**src/rtl/uart_mmio.sv**
```systemverilog
// Memory-mapped 8N1 UART with a free-running cycle counter.
// TX and RX run independently; reads return registered data one cycle after the strobe.
module uart_mmio #(
  parameter int CPU_CLOCK_FREQ = 50_000_000,
  parameter int BAUD_RATE      = 115200
) (
  input  logic        clk,
  input  logic        rst,
  input  logic [7:0]  io_addr,
  input  logic        io_we,
  input  logic        io_re,
  input  logic [7:0]  io_wdata,
  output logic [31:0] io_rdata,
  input  logic        serial_in,
  output logic        serial_out
);

  localparam int CLKS_PER_BIT = CPU_CLOCK_FREQ / BAUD_RATE;
  localparam int CNT_W        = $clog2(CLKS_PER_BIT) + 1;
  localparam logic [CNT_W-1:0] BIT_LAST  = CNT_W'(CLKS_PER_BIT - 1);
  localparam logic [CNT_W-1:0] HALF_LAST = CNT_W'(CLKS_PER_BIT / 2 - 1);

  typedef enum logic [1:0] {S_IDLE, S_START, S_DATA, S_STOP} state_e;

  state_e             tx_state_q, tx_state_d;
  logic [CNT_W-1:0]   tx_cnt_q, tx_cnt_d;
  logic [2:0]         tx_bit_q, tx_bit_d;
  logic [7:0]         tx_shift_q, tx_shift_d;
  logic               serial_out_q, serial_out_d;

  logic               rx_sync1_q, rx_sync2_q, rx_prev_q;
  state_e             rx_state_q, rx_state_d;
  logic [CNT_W-1:0]   rx_cnt_q, rx_cnt_d;
  logic [2:0]         rx_bit_q, rx_bit_d;
  logic [7:0]         rx_shift_q, rx_shift_d;
  logic               rx_ferr_q, rx_ferr_d;
  logic               rx_done;

  logic [7:0]         rx_data_q, rx_data_d;
  logic               rx_valid_q, rx_valid_d;
  logic               overrun_q, overrun_d;
  logic [31:0]        cycle_count_q, cycle_count_d;
  logic [31:0]        io_rdata_q, io_rdata_d;

  logic wr_tx, wr_clr, rd_status, rd_rxdata, tx_ready, ovr_set;

  assign wr_tx     = io_we && (io_addr == 8'h08);
  assign wr_clr    = io_we && (io_addr == 8'h18);
  assign rd_status = io_re && (io_addr == 8'h00);
  assign rd_rxdata = io_re && (io_addr == 8'h04);
  assign tx_ready  = (tx_state_q == S_IDLE);

  // serial_out is registered, so it is computed for the state being entered
  always_comb begin
    tx_state_d   = tx_state_q;
    tx_cnt_d     = tx_cnt_q;
    tx_bit_d     = tx_bit_q;
    tx_shift_d   = tx_shift_q;
    serial_out_d = serial_out_q;
    case (tx_state_q)
      S_IDLE: begin
        serial_out_d = 1'b1;
        if (wr_tx) begin
          tx_shift_d   = io_wdata;
          tx_cnt_d     = '0;
          tx_state_d   = S_START;
          serial_out_d = 1'b0;
        end
      end
      S_START: begin
        if (tx_cnt_q == BIT_LAST) begin
          tx_cnt_d     = '0;
          tx_bit_d     = '0;
          tx_state_d   = S_DATA;
          serial_out_d = tx_shift_q[0];
        end else begin
          tx_cnt_d = tx_cnt_q + 1'b1;
        end
      end
      S_DATA: begin
        if (tx_cnt_q == BIT_LAST) begin
          tx_cnt_d = '0;
          if (tx_bit_q == 3'd7) begin
            tx_state_d   = S_STOP;
            serial_out_d = 1'b1;
          end else begin
            tx_bit_d     = tx_bit_q + 3'd1;
            tx_shift_d   = tx_shift_q >> 1;
            serial_out_d = tx_shift_q[1];
          end
        end else begin
          tx_cnt_d = tx_cnt_q + 1'b1;
        end
      end
      S_STOP: begin
        if (tx_cnt_q == BIT_LAST) begin
          tx_cnt_d     = '0;
          tx_state_d   = S_IDLE;
          serial_out_d = 1'b1;
        end else begin
          tx_cnt_d = tx_cnt_q + 1'b1;
        end
      end
      default: tx_state_d = S_IDLE;
    endcase
  end

  // After a framing error RX parks in STOP until the line returns high
  always_comb begin
    rx_state_d = rx_state_q;
    rx_cnt_d   = rx_cnt_q;
    rx_bit_d   = rx_bit_q;
    rx_shift_d = rx_shift_q;
    rx_ferr_d  = rx_ferr_q;
    rx_done    = 1'b0;
    case (rx_state_q)
      S_IDLE: begin
        if (rx_prev_q && !rx_sync2_q) begin
          rx_state_d = S_START;
          rx_cnt_d   = '0;
        end
      end
      S_START: begin
        if (rx_cnt_q == HALF_LAST) begin
          rx_cnt_d = '0;
          if (rx_sync2_q) begin
            rx_state_d = S_IDLE;
          end else begin
            rx_state_d = S_DATA;
            rx_bit_d   = '0;
          end
        end else begin
          rx_cnt_d = rx_cnt_q + 1'b1;
        end
      end
      S_DATA: begin
        if (rx_cnt_q == BIT_LAST) begin
          rx_cnt_d   = '0;
          rx_shift_d = {rx_sync2_q, rx_shift_q[7:1]};
          if (rx_bit_q == 3'd7) rx_state_d = S_STOP;
          else                  rx_bit_d   = rx_bit_q + 3'd1;
        end else begin
          rx_cnt_d = rx_cnt_q + 1'b1;
        end
      end
      S_STOP: begin
        if (rx_ferr_q) begin
          if (rx_sync2_q) begin
            rx_state_d = S_IDLE;
            rx_ferr_d  = 1'b0;
          end
        end else if (rx_cnt_q == BIT_LAST) begin
          rx_cnt_d = '0;
          if (rx_sync2_q) begin
            rx_done    = 1'b1;
            rx_state_d = S_IDLE;
          end else begin
            rx_ferr_d = 1'b1;
          end
        end else begin
          rx_cnt_d = rx_cnt_q + 1'b1;
        end
      end
      default: rx_state_d = S_IDLE;
    endcase
  end

  // A completion coinciding with an rx_data read is not an overrun; a status
  // read coinciding with a fresh overrun reports it and keeps it set.
  always_comb begin
    ovr_set       = rx_done && rx_valid_q && !rd_rxdata;
    rx_data_d     = rx_done ? rx_shift_q : rx_data_q;
    rx_valid_d    = rx_done ? 1'b1 : (rd_rxdata ? 1'b0 : rx_valid_q);
    overrun_d     = ovr_set ? 1'b1 : (rd_status ? 1'b0 : overrun_q);
    cycle_count_d = wr_clr ? 32'd0 : cycle_count_q + 32'd1;
    io_rdata_d    = io_rdata_q;
    if (io_re) begin
      case (io_addr)
        8'h00:   io_rdata_d = {29'b0, overrun_q | ovr_set, rx_valid_q, tx_ready};
        8'h04:   io_rdata_d = {24'b0, rx_data_q};
        8'h10:   io_rdata_d = cycle_count_q;
        default: io_rdata_d = 32'd0;
      endcase
    end
  end

  always_ff @(posedge clk or negedge rst) begin
    if (!rst) begin
      tx_state_q    <= S_IDLE;
      tx_cnt_q      <= '0;
      tx_bit_q      <= '0;
      tx_shift_q    <= '0;
      serial_out_q  <= 1'b1;
      rx_sync1_q    <= 1'b1;
      rx_sync2_q    <= 1'b1;
      rx_prev_q     <= 1'b1;
      rx_state_q    <= S_IDLE;
      rx_cnt_q      <= '0;
      rx_bit_q      <= '0;
      rx_shift_q    <= '0;
      rx_ferr_q     <= 1'b0;
      rx_data_q     <= '0;
      rx_valid_q    <= 1'b0;
      overrun_q     <= 1'b0;
      cycle_count_q <= '0;
      io_rdata_q    <= '0;
    end else begin
      tx_state_q    <= tx_state_d;
      tx_cnt_q      <= tx_cnt_d;
      tx_bit_q      <= tx_bit_d;
      tx_shift_q    <= tx_shift_d;
      serial_out_q  <= serial_out_d;
      rx_sync1_q    <= serial_in;
      rx_sync2_q    <= rx_sync1_q;
      rx_prev_q     <= rx_sync2_q;
      rx_state_q    <= rx_state_d;
      rx_cnt_q      <= rx_cnt_d;
      rx_bit_q      <= rx_bit_d;
      rx_shift_q    <= rx_shift_d;
      rx_ferr_q     <= rx_ferr_d;
      rx_data_q     <= rx_data_d;
      rx_valid_q    <= rx_valid_d;
      overrun_q     <= overrun_d;
      cycle_count_q <= cycle_count_d;
      io_rdata_q    <= io_rdata_d;
    end
  end

  assign io_rdata   = io_rdata_q;
  assign serial_out = serial_out_q;

endmodule

```
**config.mk**
```make
export PLATFORM = sky130hd
export DESIGN_NAME = uart_mmio
export DESIGN_NICKNAME = d
export VERILOG_FILES = /design/src/rtl/uart_mmio.sv
export SDC_FILE = /design/constraint.sdc
export NUM_CORES = 1
export LEC_CHECK = 0
export BUFFER_PORTS_ARGS = -buffer_cell sky130_fd_sc_hd__buf_2
export CAP_MARGIN = 20
export CORE_ASPECT_RATIO = 0.5
export CORE_MARGIN = 2
export CORE_UTILIZATION = 45
export DETAILED_ROUTE_END_ITERATION = 8
export PLACE_DENSITY = 0.65
export SYNTH_ARGS = -nofsm -noshare
export SYNTH_HDL_FRONTEND = slang
export SYNTH_SLANG_ARGS = --single-unit
export TNS_END_PERCENT = 1
```
**constraint.sdc**
```tcl
create_clock -name clk -period 1.9 [get_ports clk]
set_clock_uncertainty 0.05 [all_clocks]
set_input_delay 0.19 -clock clk [delete_from_list [all_inputs] [get_ports clk]]
set_output_delay 0.19 -clock clk [all_outputs]
set_load 0.02 [all_outputs]
```
* Yosys cells after proc, flatten, opt, wreduce, memory -nomap -nowiden *
Cells that the tools add are included.

cells by class
  add/sub/neg operators = 5
  equal/unequal tests = 29
  muxes and demuxes = 55
  bitwise operators = 1
  reduce and logical (&&, ||, !) cells = 26

operator list
  operator                 number
  $pmux W32 S3             1
  $mux W10                 6
  $pmux W10 S4             1
  $add A32 B1 Y32 const B  1
  $mux W32                 1
  $mux W2                  13
  $ne A2 B2 Y1 const B     13
  $mux W8                  3
  $mux W3                  7
  $add A10 B1 Y10 const B  2
  $eq A10 B9 Y1 const B    2
  $pmux W10 S2             1
  $eq A8 B5 Y1 const B     2
  $mux W1                  16
  $pmux W2 S4              2
  $pmux W8 S2              1
  $reduce_and A5 Y1        3
  $pmux W3 S2              2
  $eq A10 B8 Y1 const B    1
  $reduce_bool A2 Y1       5
  $eq A2 B2 Y1 const B     4
  $eq A8 B3 Y1 const B     1
  $eq A8 B4 Y1 const B     1
  $logic_not A8 Y1         1
  13 further kinds         26

word-level totals
  register bits = 125
  bits of input ports = 21
  output and inout port bits = 33
  word-level logic and storage cells = 134

* Logic depth before layout (Yosys ltp) *
  depth after elaboration = 8
  gate-level depth with buffers = 8
  depth with buffers taken out = 6

* Least setup slack after synthesis *
Ideal clock, no wire load.

  kind = register to register
  start point = register rx_cnt_q[1]
  end point = register rx_data_q[1]
  arrival = 1.926 ns
  required time = 1.725 ns
  slack = -0.201 ns
  cell stages (with the launch flop) = 7
  buffers on the path = 1
  cells stage by stage = dfrtp_1 -> inv_1 -> ha_1 -> nor4bb_1 -> and4_1 -> buf_2 -> mux2_2

between the ends
  word-level cells in the longest chain between the ends = 4

RTL lines
  element                   line  RTL
  start: declaration        33    logic [CNT_W-1:0] rx_cnt_q, rx_cnt_d;
  start signal: assignment  217   rx_cnt_q <= rx_cnt_d;
  $eq A10 B9 Y1             152   end else if (rx_cnt_q == BIT_LAST) begin
  $mux W1                   152
  $mux W1                   147   if (rx_ferr_q) begin
  $mux W1                   116   case (rx_state_q)
  end signal: assignment    221   rx_data_q <= rx_data_d;
  end: declaration          39    logic [7:0] rx_data_q, rx_data_d;

No other way between the ends.
A chain may end at the register's enable or synchronous reset.

* Worst setup path after layout *
  start point = register tx_cnt_q[1]
  end point = register tx_shift_q[7]

between the ends
  word-level cells in the longest chain between the ends = 3

RTL lines
  element                      line  RTL
  start: declaration           26    logic [CNT_W-1:0] tx_cnt_q, tx_cnt_d;
  start signal: assignment     209   tx_cnt_q <= tx_cnt_d;
  $eq A10 B9 Y1                81    if (tx_cnt_q == BIT_LAST) begin
  $ne A2 B2 Y1 (no line)       n/a
  $reduce_and A4 Y1 (no line)  n/a
  end signal: assignment       211   tx_shift_q <= tx_shift_d;
  end: declaration             28    logic [7:0] tx_shift_q, tx_shift_d;

No other way between the ends.

==> summary.txt <==
Status
  – Status: complete, no violations

Pwr
  – Clk network pwr share: 36.3%
  – Max VDD drop: 699 uV
  – Internal power: 6.20 mW
  – Leakage power: 3.75 nW
  – Total design power: 8.94 mW
  – Flop pwr share: 36.6%
  – Logic gate share of total power: 27.1%
  – Pwr dens: 1120 mW/mm^2
  – Sw power: 2.75 mW
  – Switching share of total power: 30.7%

STA
  – Slew Limit Fails: 0
  – Setup Viol. Count Final: 0
  – Relative slew slack: 43.5%
  – Worst-margin pin slew: 0.846 ns
  – Clock period minus worst slack: 1.87 ns
  – Unrepaired setup endpoints after global routing: yes
  – Final Hold Fails: 0
  – Period utilisation layout: 98.3%
  – Highest clock rate: 0.535 GHz

Global route
  – Total Routing Usage GR: 20.7%
  – Grt total ovfl: 0
  – Largest net degree at the start of global routing: 43
  – Antenna violations before repair: 0
  – First-pass GRT wire length: 24.3 mm
  – Vias in the first global route: 5024

Finish
  – # diodes: 0
  – Layout area overhead: 27.6%
  – Final core area utilization: 58.7%
  – Layout cells sized above 1: 31.3%
  – # nets final: 745
  – Filler Cell Count: 1126

Synth
  – Yosys reg bits: 125
  – Syn_nets: 629
  – Synth cell types: 63
  – Sequential-to-total area share from yosys stat: 50.2%
  – Post-synth EDFFs: 0
  – Mean Syn Cell Area: 10.5 sq um
  – Post-synth top flop: dfrtp_1
  – Mapped Cells: 593
  – YS warnings: 0
  – Cell area after synthesis: 0.00624 sq mm
  – Post-synthesis async set-or-reset flop share: 100%

Clocking
  – TritonCTS clock tree: yes
  – Clk slew on worst S/H paths: 0.06 ns
  – Clock Sinks: 125
  – Clk_lat worst skew: 0.42 ns
  – Max Root-Sink Buffers: 2
  – CTS Root Cell: clkbuf_16
  – Htree depth: 4
  – Cts bufs inserted: 17

Critical path
  – Reg2Reg Depth: 7
  – Worst Setup Start Kind: flip-flop
  – Reg2reg start: tx_cnt_q[1]$_DFFE_PN0P_
  – FF-to-FF setup slack: 0.03 ns
  – Critical Path Sink Type: flip-flop
  – Max FO, Critical Path: 8
  – Crit path arrival time: 2.12 ns
  – WS Path Type: flip-flop to flip-flop
  – Data required time of the critical path: 2.15 ns
  – Worst r2r dst: tx_shift_q[7]$_DFFE_PN0P_

Route
  – Post-Route WL: 14.0 mm
  – TritonRoute pass-1 iters: 4
  – DR iter-0 viols: 256
  – Remaining antenna violation count: 0
  – Wire length per cell: 15.3 microns
  – Drt via density: 5.44
  – DRC: 0
  – Routed via count: 4972

Placement
  – Post-DP HPWL: 9.64 mm
  – IO Port Bufs: 53
  – Gpl congestion: 0.787

Die
  – DIE WIDTH: 171 microns
  – Die H: 87.3 microns
  – Full die area: 0.0149 sq mm
  – Starting density of the core: 46.0%
  – IO Count: 54
  – Std-Cell Rows: 30
  – Core area: 0.0136 sq mm

Hold path
  – Hold EP: tx_shift_q[3]$_DFFE_PN0P_
  – Hold/Removal Path Class: primary input to flip-flop
  – Hold path cells: 3
  – Min-delay src: io_wdata[3]

Job
  – Max Cap Viol: 0
-- power groups by stage --
stage	clock, mW	combinational, mW	sequential (mW)
CTS	3.31	2.23	3.27
global route	3.44	2.68	3.33
detailed placement	0	2.19	3.31
global placement	0	2.14	3.30
finish	3.25	2.42	3.28
floorplan	0	1.31	3.33
-- layout make-up --
class,instances,area [sq um],share of cell area [%]
flip-flops and latches,125,3130,39.4
multi-input cells,409,2970,37.4
repair buffers,133,940,11.8
clock buffers,18,429,5.39
well taps,192,240,3.02
clock inverters,14,158,1.98
inverters,23,86.3,1.08
-- timing repair --
action | in CTS | in global routing
buffers inserted | 0 | 4
endpoints found under the hold margin | 99 | 0
pin swaps | 2 | 3
endpoints found under the setup margin | 17 | 37
gates resized for setup | 2 | 23
hold buffers | 2 | 0
-- cells in the final DEF, fill, tap and decap left out, drive strengths merged, types with 3 or more instances in the layout --
cell type  netlist  layout
buf              7     131
dfrtp          121     121
nand2           39      39
a22o            36      36
mux2            32      32
o21ai           31      31
inv             23      28
nand3           27      27
nand4           25      25
nor2            22      22
a21oi           20      20
clkbuf          29      18
ha              15      15
nand2b          12      12
a31oi           12      12
nor2b           11      11
mux2i           10      10
or4             10      10
xor2             9       9
o31ai            8       8
and2             8       8
or3              8       8
and4             7       7
and3             7       7
xnor2            6       6
o211ai           5       5
nor4             5       5
a21o             4       4
or2              4       4
dfstp            4       4
clkinv           0       4
o22ai            3       3
nor3             3       3
clkinvlp         0       3
a211oi           3       3
nor3b            3       3
and4b            3       3
-- Yosys cell counts (5+ instances only) --
master | count | area (sq um)
xnor2_1 | 6 | 52.6
xor2_1 | 9 | 78.8
or4_1 | 10 | 75.1
nand2b_1 | 12 | 75.1
mux2_2 | 32 | 360
and3_1 | 6 | 37.5
inv_1 | 23 | 86.3
a31oi_1 | 12 | 75.1
o211ai_1 | 5 | 37.5
nor4_1 | 5 | 31.3
dfrtp_1 | 121 | 3030
buf_2 | 5 | 25.0
ha_1 | 15 | 188
clkbuf_1 | 28 | 105
a21oi_1 | 19 | 95.1
and2_1 | 7 | 43.8
o21ai_0 | 31 | 155
nor2b_1 | 11 | 68.8
or3_1 | 7 | 43.8
o31ai_1 | 8 | 60.1
nand4_1 | 25 | 156
nor2_1 | 22 | 82.6
a22o_1 | 36 | 315
and4_1 | 7 | 61.3
mux2i_1 | 10 | 100
nand2_1 | 39 | 146
nand3_1 | 26 | 130
-- state kept, by name, summed over array words and instances, names as in the netlist, 2 cells and up, named ones only --
name and cells:
tx_shift_q 8, tx_cnt_q 10, rx_shift_q 8, cycle_count_q 32
rx_bit_q 3, io_rdata 32, tx_state_q 2, rx_cnt_q 10
rx_data_q 8, tx_bit_q 3
-- critical path: stages, from the launching register on --
cell and delay (ns):
dfrtp_1 0.38, inv_1 0.06, ha_1 0.12, and4b_2 0.30, nand4_1 0.18, a21oi_4 0.22, buf_12 0.15, mux2_4 0.30
-- worst max path at each step --
stage | cells past startpoint | end | startpoint | slack, ns
after floorplan | 7 | tx_shift_q[0]$_DFFE_PN0P_ | tx_state_q[0]$_DFFE_PN0P_ | -0.1
after global placement | 6 | tx_shift_q[2]$_DFFE_PN0P_ | tx_bit_q[0]$_DFFE_PN0P_ | 0.02
after detailed placement | 6 | tx_shift_q[6]$_DFFE_PN0P_ | tx_bit_q[0]$_DFFE_PN0P_ | -0.03
after CTS | 6 | tx_shift_q[6]$_DFFE_PN0P_ | tx_bit_q[0]$_DFFE_PN0P_ | -0.02
after global routing | 7 | tx_shift_q[7]$_DFFE_PN0P_ | tx_cnt_q[1]$_DFFE_PN0P_ | -0.06
final | 7 | tx_shift_q[7]$_DFFE_PN0P_ | tx_cnt_q[1]$_DFFE_PN0P_ | 0.03
-- per-layer routing --
layer | up-vias | part of all wire (%) | GRT usage, %
li1 | 2434 | - | -
met4 | 0 | 1.3 | 6.22
met2 | 64 | 47 | 33.9
met5 | - | 0 | 0
met3 | 20 | 2.9 | 5.36
met1 | 2454 | 49 | 27.4
-- cell families after synthesis --
group           Yosys count  synth area share (%)
mux                      42                  7.38
compound gates          138                  15.4
fa+ha+maj                15                  3.01
flops                   125                  50.2
simple gates            199                  18.1
buf+inv                  59                  3.73
xor+xnor                 15                  2.11
-- stage by stage --
step | hold slack (ns) | setup slack, ns | cell area (sq um) | instances | setup TNS, ns
2_1_floorplan | -0.156 | -0.0984 | 6260 | 593 | -1.17
3_3_place_gp | 0.0576 | 0.0233 | 7230 | 876 | 0
3_5_place_dp | 0.0587 | -0.0334 | 7230 | 876 | -0.206
4_1_cts | 0.0619 | -0.0243 | 7850 | 910 | -0.114
5_1_grt | 0.0836 | -0.0565 | 7960 | 914 | -0.467
6_report | 0.0747 | 0.0316 | 7960 | 914 | 0
(Power assumes the default switching activity.)
